**src/rtl/obstacle_collision_detector_pkg.sv**
```systemverilog
// obstacle_pkg: edge bit positions, detector state and edge-code types shared by the collision detector.
package obstacle_pkg;
  localparam int EDGE_LEFT = 3;
  localparam int EDGE_TOP = 2;
  localparam int EDGE_RIGHT = 1;
  localparam int EDGE_BOTTOM = 0;
  typedef enum logic {ARMED, COOLDOWN} hit_state_t;
  typedef logic [3:0] edge_code_t;
endpackage

```
**src/rtl/obstacle_collision_detector_if.sv**
```systemverilog
// obstacle_collision_detector_if: per-pixel draw requests in, per-frame collision pulses out.
interface obstacle_collision_detector_if;
  import obstacle_pkg::*;
  logic startOfFrame;
  logic obstacle_DR;
  logic [10:0] offsetX;
  logic [10:0] offsetY;
  logic step_DR;
  logic missile_DR;
  logic collision;
  edge_code_t HitEdgeCode;
  logic SHP_shootObstacle;
  modport master (
    output startOfFrame, obstacle_DR, offsetX, offsetY, step_DR, missile_DR,
    input collision, HitEdgeCode, SHP_shootObstacle
  );
  modport slave (
    input startOfFrame, obstacle_DR, offsetX, offsetY, step_DR, missile_DR,
    output collision, HitEdgeCode, SHP_shootObstacle
  );
endinterface

```
**src/rtl/obstacle_collision_detector_classifier.sv**
```systemverilog
// hit_edge_classifier: maps an in-object pixel offset to the {Left, Top, Right, Bottom} edge bits.
module hit_edge_classifier
  import obstacle_pkg::*;
#(
  parameter int OBJ_WIDTH = 64,
  parameter int OBJ_HEIGHT = 8,
  parameter int EDGE_MARGIN = 4
) (
  input  logic [10:0] offset_x,
  input  logic [10:0] offset_y,
  output edge_code_t  edge_bits
);
  localparam logic [10:0] MARGIN = 11'(EDGE_MARGIN);
  localparam logic [10:0] RIGHT_TH = 11'(OBJ_WIDTH - EDGE_MARGIN);
  localparam logic [10:0] BOTTOM_TH = 11'(OBJ_HEIGHT - EDGE_MARGIN);
  always_comb begin
    edge_bits = '0;
    edge_bits[EDGE_LEFT] = offset_x < MARGIN;
    edge_bits[EDGE_TOP] = offset_y < MARGIN;
    edge_bits[EDGE_RIGHT] = offset_x >= RIGHT_TH;
    edge_bits[EDGE_BOTTOM] = offset_y >= BOTTOM_TH;
  end
endmodule

```
**src/rtl/obstacle_collision_detector.sv**
```systemverilog
// obstacle_collision_detector: per-frame step/missile collision pulses with hit-edge code.
// Define OBSTACLE_HIT_COOLDOWN_EN to suppress collision for COOLDOWN_FRAMES boundaries after each report.
module obstacle_collision_detector
  import obstacle_pkg::*;
#(
  parameter int OBJ_WIDTH = 64,
  parameter int OBJ_HEIGHT = 8,
  parameter int EDGE_MARGIN = 4,
  parameter int COOLDOWN_FRAMES = 3
) (
  input logic clk,
  input logic resetN,
  obstacle_collision_detector_if.slave bus
);
  edge_code_t edge_bits, hit_bits, edge_acc, code_r;
  logic sof, hit, shot, hit_seen, shot_seen, armed, collision_r, shoot_r;
  hit_edge_classifier #(
    .OBJ_WIDTH(OBJ_WIDTH),
    .OBJ_HEIGHT(OBJ_HEIGHT),
    .EDGE_MARGIN(EDGE_MARGIN)
  ) u_classifier (
    .offset_x(bus.offsetX),
    .offset_y(bus.offsetY),
    .edge_bits(edge_bits)
  );
  assign sof = bus.startOfFrame;
  assign hit = bus.obstacle_DR & bus.step_DR;
  assign shot = bus.obstacle_DR & bus.missile_DR;
  assign hit_bits = hit ? edge_bits : '0;
  // a pixel coinciding with startOfFrame seeds the new frame's accumulators
  always_ff @(posedge clk or negedge resetN)
    if (!resetN) begin
      hit_seen <= 1'b0;
      shot_seen <= 1'b0;
      edge_acc <= '0;
    end else begin
      hit_seen <= hit | (hit_seen & ~sof);
      shot_seen <= shot | (shot_seen & ~sof);
      edge_acc <= hit_bits | (sof ? '0 : edge_acc);
    end
`ifdef OBSTACLE_HIT_COOLDOWN_EN
  hit_state_t state;
  logic [3:0] cnt;
  assign armed = state == ARMED;
  always_ff @(posedge clk or negedge resetN)
    if (!resetN) begin
      state <= ARMED;
      cnt <= '0;
    end else if (sof) begin
      if (state == ARMED) begin
        if (hit_seen) begin
          state <= COOLDOWN;
          cnt <= 4'(COOLDOWN_FRAMES);
        end
      end else begin
        cnt <= cnt - 4'd1;
        if (cnt == 4'd1) state <= ARMED;
      end
    end
`else
  assign armed = 1'b1;
`endif
  always_ff @(posedge clk or negedge resetN)
    if (!resetN) begin
      collision_r <= 1'b0;
      shoot_r <= 1'b0;
      code_r <= '0;
    end else begin
      collision_r <= sof & hit_seen & armed;
      shoot_r <= sof & shot_seen;
      if (sof & hit_seen & armed) code_r <= edge_acc;
    end
  assign bus.collision = collision_r;
  assign bus.SHP_shootObstacle = shoot_r;
  assign bus.HitEdgeCode = code_r;
endmodule

```
**src/flat_wrapper.sv**
```systemverilog
// flat-port wrapper written by rule: the top's interface ports become plain ports
module obstacle_collision_detector_flat import obstacle_pkg::*;
#(
  parameter int OBJ_WIDTH = 64,
  parameter int OBJ_HEIGHT = 8,
  parameter int EDGE_MARGIN = 4,
  parameter int COOLDOWN_FRAMES = 3
)
  (clk, resetN, bus_startOfFrame, bus_obstacle_DR, bus_offsetX, bus_offsetY, bus_step_DR, bus_missile_DR, bus_collision, bus_HitEdgeCode, bus_SHP_shootObstacle);
  obstacle_collision_detector_if bus_i ();
  input logic clk;
  input logic resetN;
  input wire logic [$bits(bus_i.startOfFrame)-1:0] bus_startOfFrame;
  input wire logic [$bits(bus_i.obstacle_DR)-1:0] bus_obstacle_DR;
  input wire logic [$bits(bus_i.offsetX)-1:0] bus_offsetX;
  input wire logic [$bits(bus_i.offsetY)-1:0] bus_offsetY;
  input wire logic [$bits(bus_i.step_DR)-1:0] bus_step_DR;
  input wire logic [$bits(bus_i.missile_DR)-1:0] bus_missile_DR;
  output wire logic [$bits(bus_i.collision)-1:0] bus_collision;
  output wire logic [$bits(bus_i.HitEdgeCode)-1:0] bus_HitEdgeCode;
  output wire logic [$bits(bus_i.SHP_shootObstacle)-1:0] bus_SHP_shootObstacle;
  assign bus_i.startOfFrame = bus_startOfFrame;
  assign bus_i.obstacle_DR = bus_obstacle_DR;
  assign bus_i.offsetX = bus_offsetX;
  assign bus_i.offsetY = bus_offsetY;
  assign bus_i.step_DR = bus_step_DR;
  assign bus_i.missile_DR = bus_missile_DR;
  assign bus_collision = bus_i.collision;
  assign bus_HitEdgeCode = bus_i.HitEdgeCode;
  assign bus_SHP_shootObstacle = bus_i.SHP_shootObstacle;
  obstacle_collision_detector #(.OBJ_WIDTH(OBJ_WIDTH), .OBJ_HEIGHT(OBJ_HEIGHT), .EDGE_MARGIN(EDGE_MARGIN), .COOLDOWN_FRAMES(COOLDOWN_FRAMES)) u_core (.clk(clk), .resetN(resetN), .bus(bus_i));
endmodule
```
**config.mk**
```make
export PLATFORM = sky130hd
export DESIGN_NAME = obstacle_collision_detector_flat
export DESIGN_NICKNAME = d
export VERILOG_FILES = /design/src/rtl/obstacle_collision_detector_pkg.sv /design/src/rtl/obstacle_collision_detector_if.sv /design/src/rtl/obstacle_collision_detector_classifier.sv /design/src/rtl/obstacle_collision_detector.sv /design/src/flat_wrapper.sv
export SDC_FILE = /design/constraint.sdc
export NUM_CORES = 1
export LEC_CHECK = 0
export BUFFER_PORTS_ARGS = -buffer_cell sky130_fd_sc_hd__buf_2
export CORE_AREA = 2 2 39 41
export DETAILED_ROUTE_END_ITERATION = 8
export DIE_AREA = 0 0 41 43
export PLACE_DENSITY_LB_ADDON = 0.12
export SETUP_SLACK_MARGIN = 0.3
export SLEW_MARGIN = 20
export SYNTH_ARGS = -nofsm -noshare
export SYNTH_HDL_FRONTEND = slang
export SYNTH_SLANG_ARGS = --single-unit
export TNS_END_PERCENT = 50
```
**constraint.sdc**
```tcl
create_clock -name clk -period 1.3 [get_ports clk]
set_clock_uncertainty 0.1 [all_clocks]
set_input_delay 0.195 -clock clk [delete_from_list [all_inputs] [get_ports clk]]
set_output_delay 0.195 -clock clk [all_outputs]
set_load 0.02 [all_outputs]
```
-- Yosys cells after proc, flatten, opt, wreduce, memory -nomap -nowiden
Cells that the tools add are included.
- word-level logic and storage cells: 22
- register bits after elaboration: 12
- magnitude comparators: 4
- multiplexer cells: 2
- bitwise operators: 10
- operator list (kind ; number):
    11-bit by 3-bit < comparator with 1-bit output (second input constant) ; 2
    11-bit by 3-bit greater-or-equal comparator with 1-bit output (second input constant) ; 1
    11-bit by 6-bit greater-or-equal comparator with 1-bit output (second input constant) ; 1
    4-bit 2-to-1 mux ; 2
    1-bit AND ; 6
    4-bit bitwise OR ; 1
    1-bit bitwise OR ; 2
    1-bit inverter ; 1

-- Longest topological paths before layout
- depth after elaboration: 3
- depth in mapped cells: 3

-- Cells and area by module
From an unflattened synthesis, not the netlist that was laid out.
- cells, all modules: 47
- area, all modules: 528.0 µm²
- by module, submodules not included (module ; times used ; area an instance (µm²) ; sequential area each (µm²) ; cells an instance):
    obstacle_collision_detector ; 1 ; 462.9 ; 300.3 ; 37
    hit_edge_classifier ; 1 ; 65.1 ; 0.0 ; 10

-- Worst setup path after synthesis
No wires, ideal clock.
- path kind: in2reg
- from: input port bus_offsetX[8]
- to: register u_core.edge_acc[1]
- slack: 204 ps
- required time: 1072 ps
- path buffers: 0
- library setup time: 128 ps
- arrival time: 867 ps
- stages: 3
- cell sequence: or4_4 > nor2_2 > o21ai_0
- cells in the longest elaborated chain, start to end: 3
- RTL lines (element ; line ; RTL):
    start, declared ; flat_wrapper.sv:15 ; input wire logic [$bits(bus_i.offsetX)-1:0] bus_offsetX;
    11-bit by 6-bit greater-or-equal comparator with 1-bit output ; obstacle_collision_detector_classifier.sv:20 ; edge_bits[EDGE_RIGHT] = offset_x >= RIGHT_TH;
    4-bit 2-to-1 mux ; obstacle_collision_detector.sv:29 ; assign hit_bits = hit ? edge_bits : '0;
    4-bit bitwise OR ; obstacle_collision_detector.sv:39 ; edge_acc <= hit_bits | (sof ? '0 : edge_acc);
    end signal, assigned ; obstacle_collision_detector.sv:39 ;
    end, declared ; obstacle_collision_detector.sv:15 ; edge_code_t edge_bits, hit_bits, edge_acc, code_r;
No other way between the ends.
A chain may end at the register's enable or synchronous reset.

-- Worst setup path in the final report
- from: register u_core.code_r[0], in the netlist u_core.bus.HitEdgeCode[0]
- to: output port bus_HitEdgeCode[0]
- RTL lines (element ; line ; RTL):
    start, declared ; obstacle_collision_detector.sv:15 ;
    start signal, assigned ; obstacle_collision_detector.sv:71 ; if (sof & hit_seen & armed) code_r <= edge_acc;
    end, declared ; flat_wrapper.sv:20 ; output wire logic [$bits(bus_i.HitEdgeCode)-1:0] bus_HitEdgeCode;
No word-level cell between the ends.

==> impl_results.md <==
- Vias per inst: 4.80
- Gr usage total: 0.139
- IO buf count: 29
- Area growth from synthesis to layout: 57.1%
- Max FO, Critical Path: 2
- Dpl hpwl: 746 um
- Vias in the first global route: 385
- CP max stage cell: dfrtp_1
- Setup Crit Path Kind: flip-flop to output port
- Crit path required time: 1000 ps
- Root Driver: clkbuf_4
- LEAKAGE: 0.415 nW
- GRT Residual Overflow: 0
- Area of the multi-input gates: 189 um^2
- Core Footprint: 1380 um^2
- DRT iter0 DRCs: 3
- Starting density of the core: 0.348
- Met1 Use GR: 0.143
- Maximum VDD drop: 380 uV
- Post-synth EDFFs: 0
- Overall Power: 0.805 mW
- Post-route design area: 757 um^2
- Top cells by area, synth: dfrtp_1 62%, mux2_2 9.4%, o21ai_0 3.1%
- Sequential share of the synthesized area: 0.623
- Die ar.: 1760 um^2
- GRT met2 Usage: 0.188
- Avg Cell Area, Syn: 12.0 um^2
- N_diodes: 0
- Simple-gate share of the synthesized area: 0.145
- Worst-Margin Slew: 264 ps
- Xor/xnor share of the synthesized area: 0
- Main combinational cell family by area after synthesis: simple AND/OR/NAND/NOR gates
- Top Usage Layer GRT: met2
- Gp weighted congestion: 0.651
- Die height: 43 um
- CTS Buf Count: 3
- Synth Area in Compound Gates: 0.106
- Share of cells above drive strength 1: 0.558
- Final Util: 0.547
- CP top delay family: flip-flops
- Placed inst area: 653 um^2
- Sink Count: 12
- TNS Setup: 0 ps
- Worst path cell trace: buf_6
- Worst EP arrival: 790 ps
- Warning count from the yosys run: 0
- Setup violators final: 0
- Max_cap viols: 0
- Async SR Flop Fraction: 1.00
- Unrepaired setup endpoints after global routing: true
- WL/cell: 9.92 um
- Relative slew slack: 0.824
- Worst-path clk slew: 70 ps
- Fmax: 926 MHz
- Outcome: finished, final reports clean
- Hold Fails Final Rpt: 0
- Clock tree buffer depth: 2
- NumNets Final: 107
- Met3 Use GR: 0.0524
- CTS tree: built
- Top_reg_cell synth: dfrtp_1
- Worst path max stage delay: 390 ps
- First-pass GRT wire length: 1500 um
- Syn Nets: 68
- Worst hold path stage count: 3
- R2r setup slk: 260 ps
- Largest net degree at the start of global routing: 13
- Register area: 300 um^2
- Count of cell types in the netlist: 17
- Via Count: 446
- DRT Pass-1 Iters: 4
- R2r startpoint: u_core.hit_seen$_DFF_PN0_
- Post-synth top area share: 0.623
- Routed Antenna Nets: 0
- Adder-Cell Fraction of Synth Area: 0
- Fillers: 114
- Crit share post-route: 0.831
- Reg2reg path depth: 2
- Synth cell count leaders: 12 x dfrtp_1, 4 x inv_1, 4 x mux2_2
- Min-Delay Startpoint: bus_missile_DR
- Clock Latency Late Sink: 260 ps
- Drc violations: 0
- H-tree depth: 1
- WL final: 923 um
- Buf/Inv on CP: 1
- Seq cells post-synth: 12
- Cell with the most instances after synthesis: dfrtp_1
- Post-synthesis cell count: 40
- Synth Cell Area: 482 um^2
- Startpoint types: flip-flop
- Site Rows: 14
- Mux cell area share after synthesis: 0.0935
- Chip width: 41 um
- Tmin final: 1080 ps
- Final Max Slew Viols: 0
- Worst min-delay path class: input pin to flip-flop
- Power Dens Cells: 1060 nW/um^2
- Hold slack: 42.9 ps
- Io pins: 34
- Critical path capture point type: output port
- Largest area contributor in the synthesized netlist: dfrtp_1
- Hold worst-path end: u_core.shot_seen$_DFF_PN0_
- Antenna violations before repair: 0
- Reg2reg end: u_core.bus.HitEdgeCode[3]$_DFFE_PN0P_
==> report_power, final <==
group / switching [mW] / leakage (nW) / total (mW) / internal, mW
combinational: 0.0737 / 0.246 / 0.176 / 0.102
sequential: 0.0173 / 0.155 / 0.421 / 0.404
clock: 0.102 / 0.0138 / 0.209 / 0.107
==> placed cells by master (no fill, tap or decap), drive strengths merged <==
master / synthesis / routed
dfrtp: 12 / 12
buf: 0 / 33
or4: 2 / 2
nand3: 1 / 1
clkbuf: 0 / 3
mux2: 4 / 4
o2bb2ai: 1 / 1
nand4: 1 / 1
a32o: 1 / 1
inv: 4 / 4
nor2: 4 / 4
nand2: 3 / 3
a22o: 1 / 1
nor4: 1 / 1
o21ai: 3 / 3
a2bb2oi: 1 / 1
dlygate4sd3: 0 / 1
nor3: 1 / 1
==> how the worst max path moves through the flow <==
stage	start	end	cells after the start
floorplan	bus_offsetX[8]	u_core.edge_acc[1]$_DFF_PN0_	3
global placement	bus_offsetX[8]	u_core.edge_acc[1]$_DFF_PN0_	4
detailed placement	bus_offsetX[8]	u_core.edge_acc[1]$_DFF_PN0_	4
CTS	u_core.bus.HitEdgeCode[0]$_DFFE_PN0P_	bus_HitEdgeCode[0]	1
global route	u_core.bus.HitEdgeCode[0]$_DFFE_PN0P_	bus_HitEdgeCode[0]	1
finish	u_core.bus.HitEdgeCode[0]$_DFFE_PN0P_	bus_HitEdgeCode[0]	1
==> cell type report <==
class                   instances  share of cell area
clock buffers                   3              0.0298
inverters                       4              0.0198
multi-input cells              24               0.250
flip-flops and latches         12               0.397
well taps                      16              0.0264
repair buffers                 34               0.278
==> kinds of logic after synthesis <==
kind of cell           Yosys count
muxes                            4
buffers and inverters            4
AOI/OAI and AO/OA                7
DFF                             12
and+or+nand+nor                 13
==> flip-flops by register name (all words and copies together) (netlist names) <==
register,flops
u_core.bus.HitEdgeCode,4
u_core.edge_acc,4
u_core.bus.SHP_shootObstacle,1
u_core.bus.collision,1
u_core.hit_seen,1
u_core.shot_seen,1
==> repair_timing <==
action	4_1_cts	5_1_grt
endpoints found under the hold margin	12	0
hold buffers	1	0
setup endpoints to repair	10	11
resized for setup	9	3
pin swaps	1	1
buffers inserted	2	2
==> metrics by stage <==
stage | cells | setup slack (ps)
global placement | 85 | 74.2
detailed placement | 85 | 75.5
floorplan | 40 | 204
CTS | 91 | 204
finish | 93 | 220
global route | 93 | 173
==> per-layer routing <==
metal,up-vias,wire [um],part of all wire
met5,-,0,0
met4,0,43,0.047
met3,4,100,0.11
met2,30,398,0.43
met1,194,380,0.41
li1,218,-,-
No activity file was read; power rests on OpenSTA's default activity.
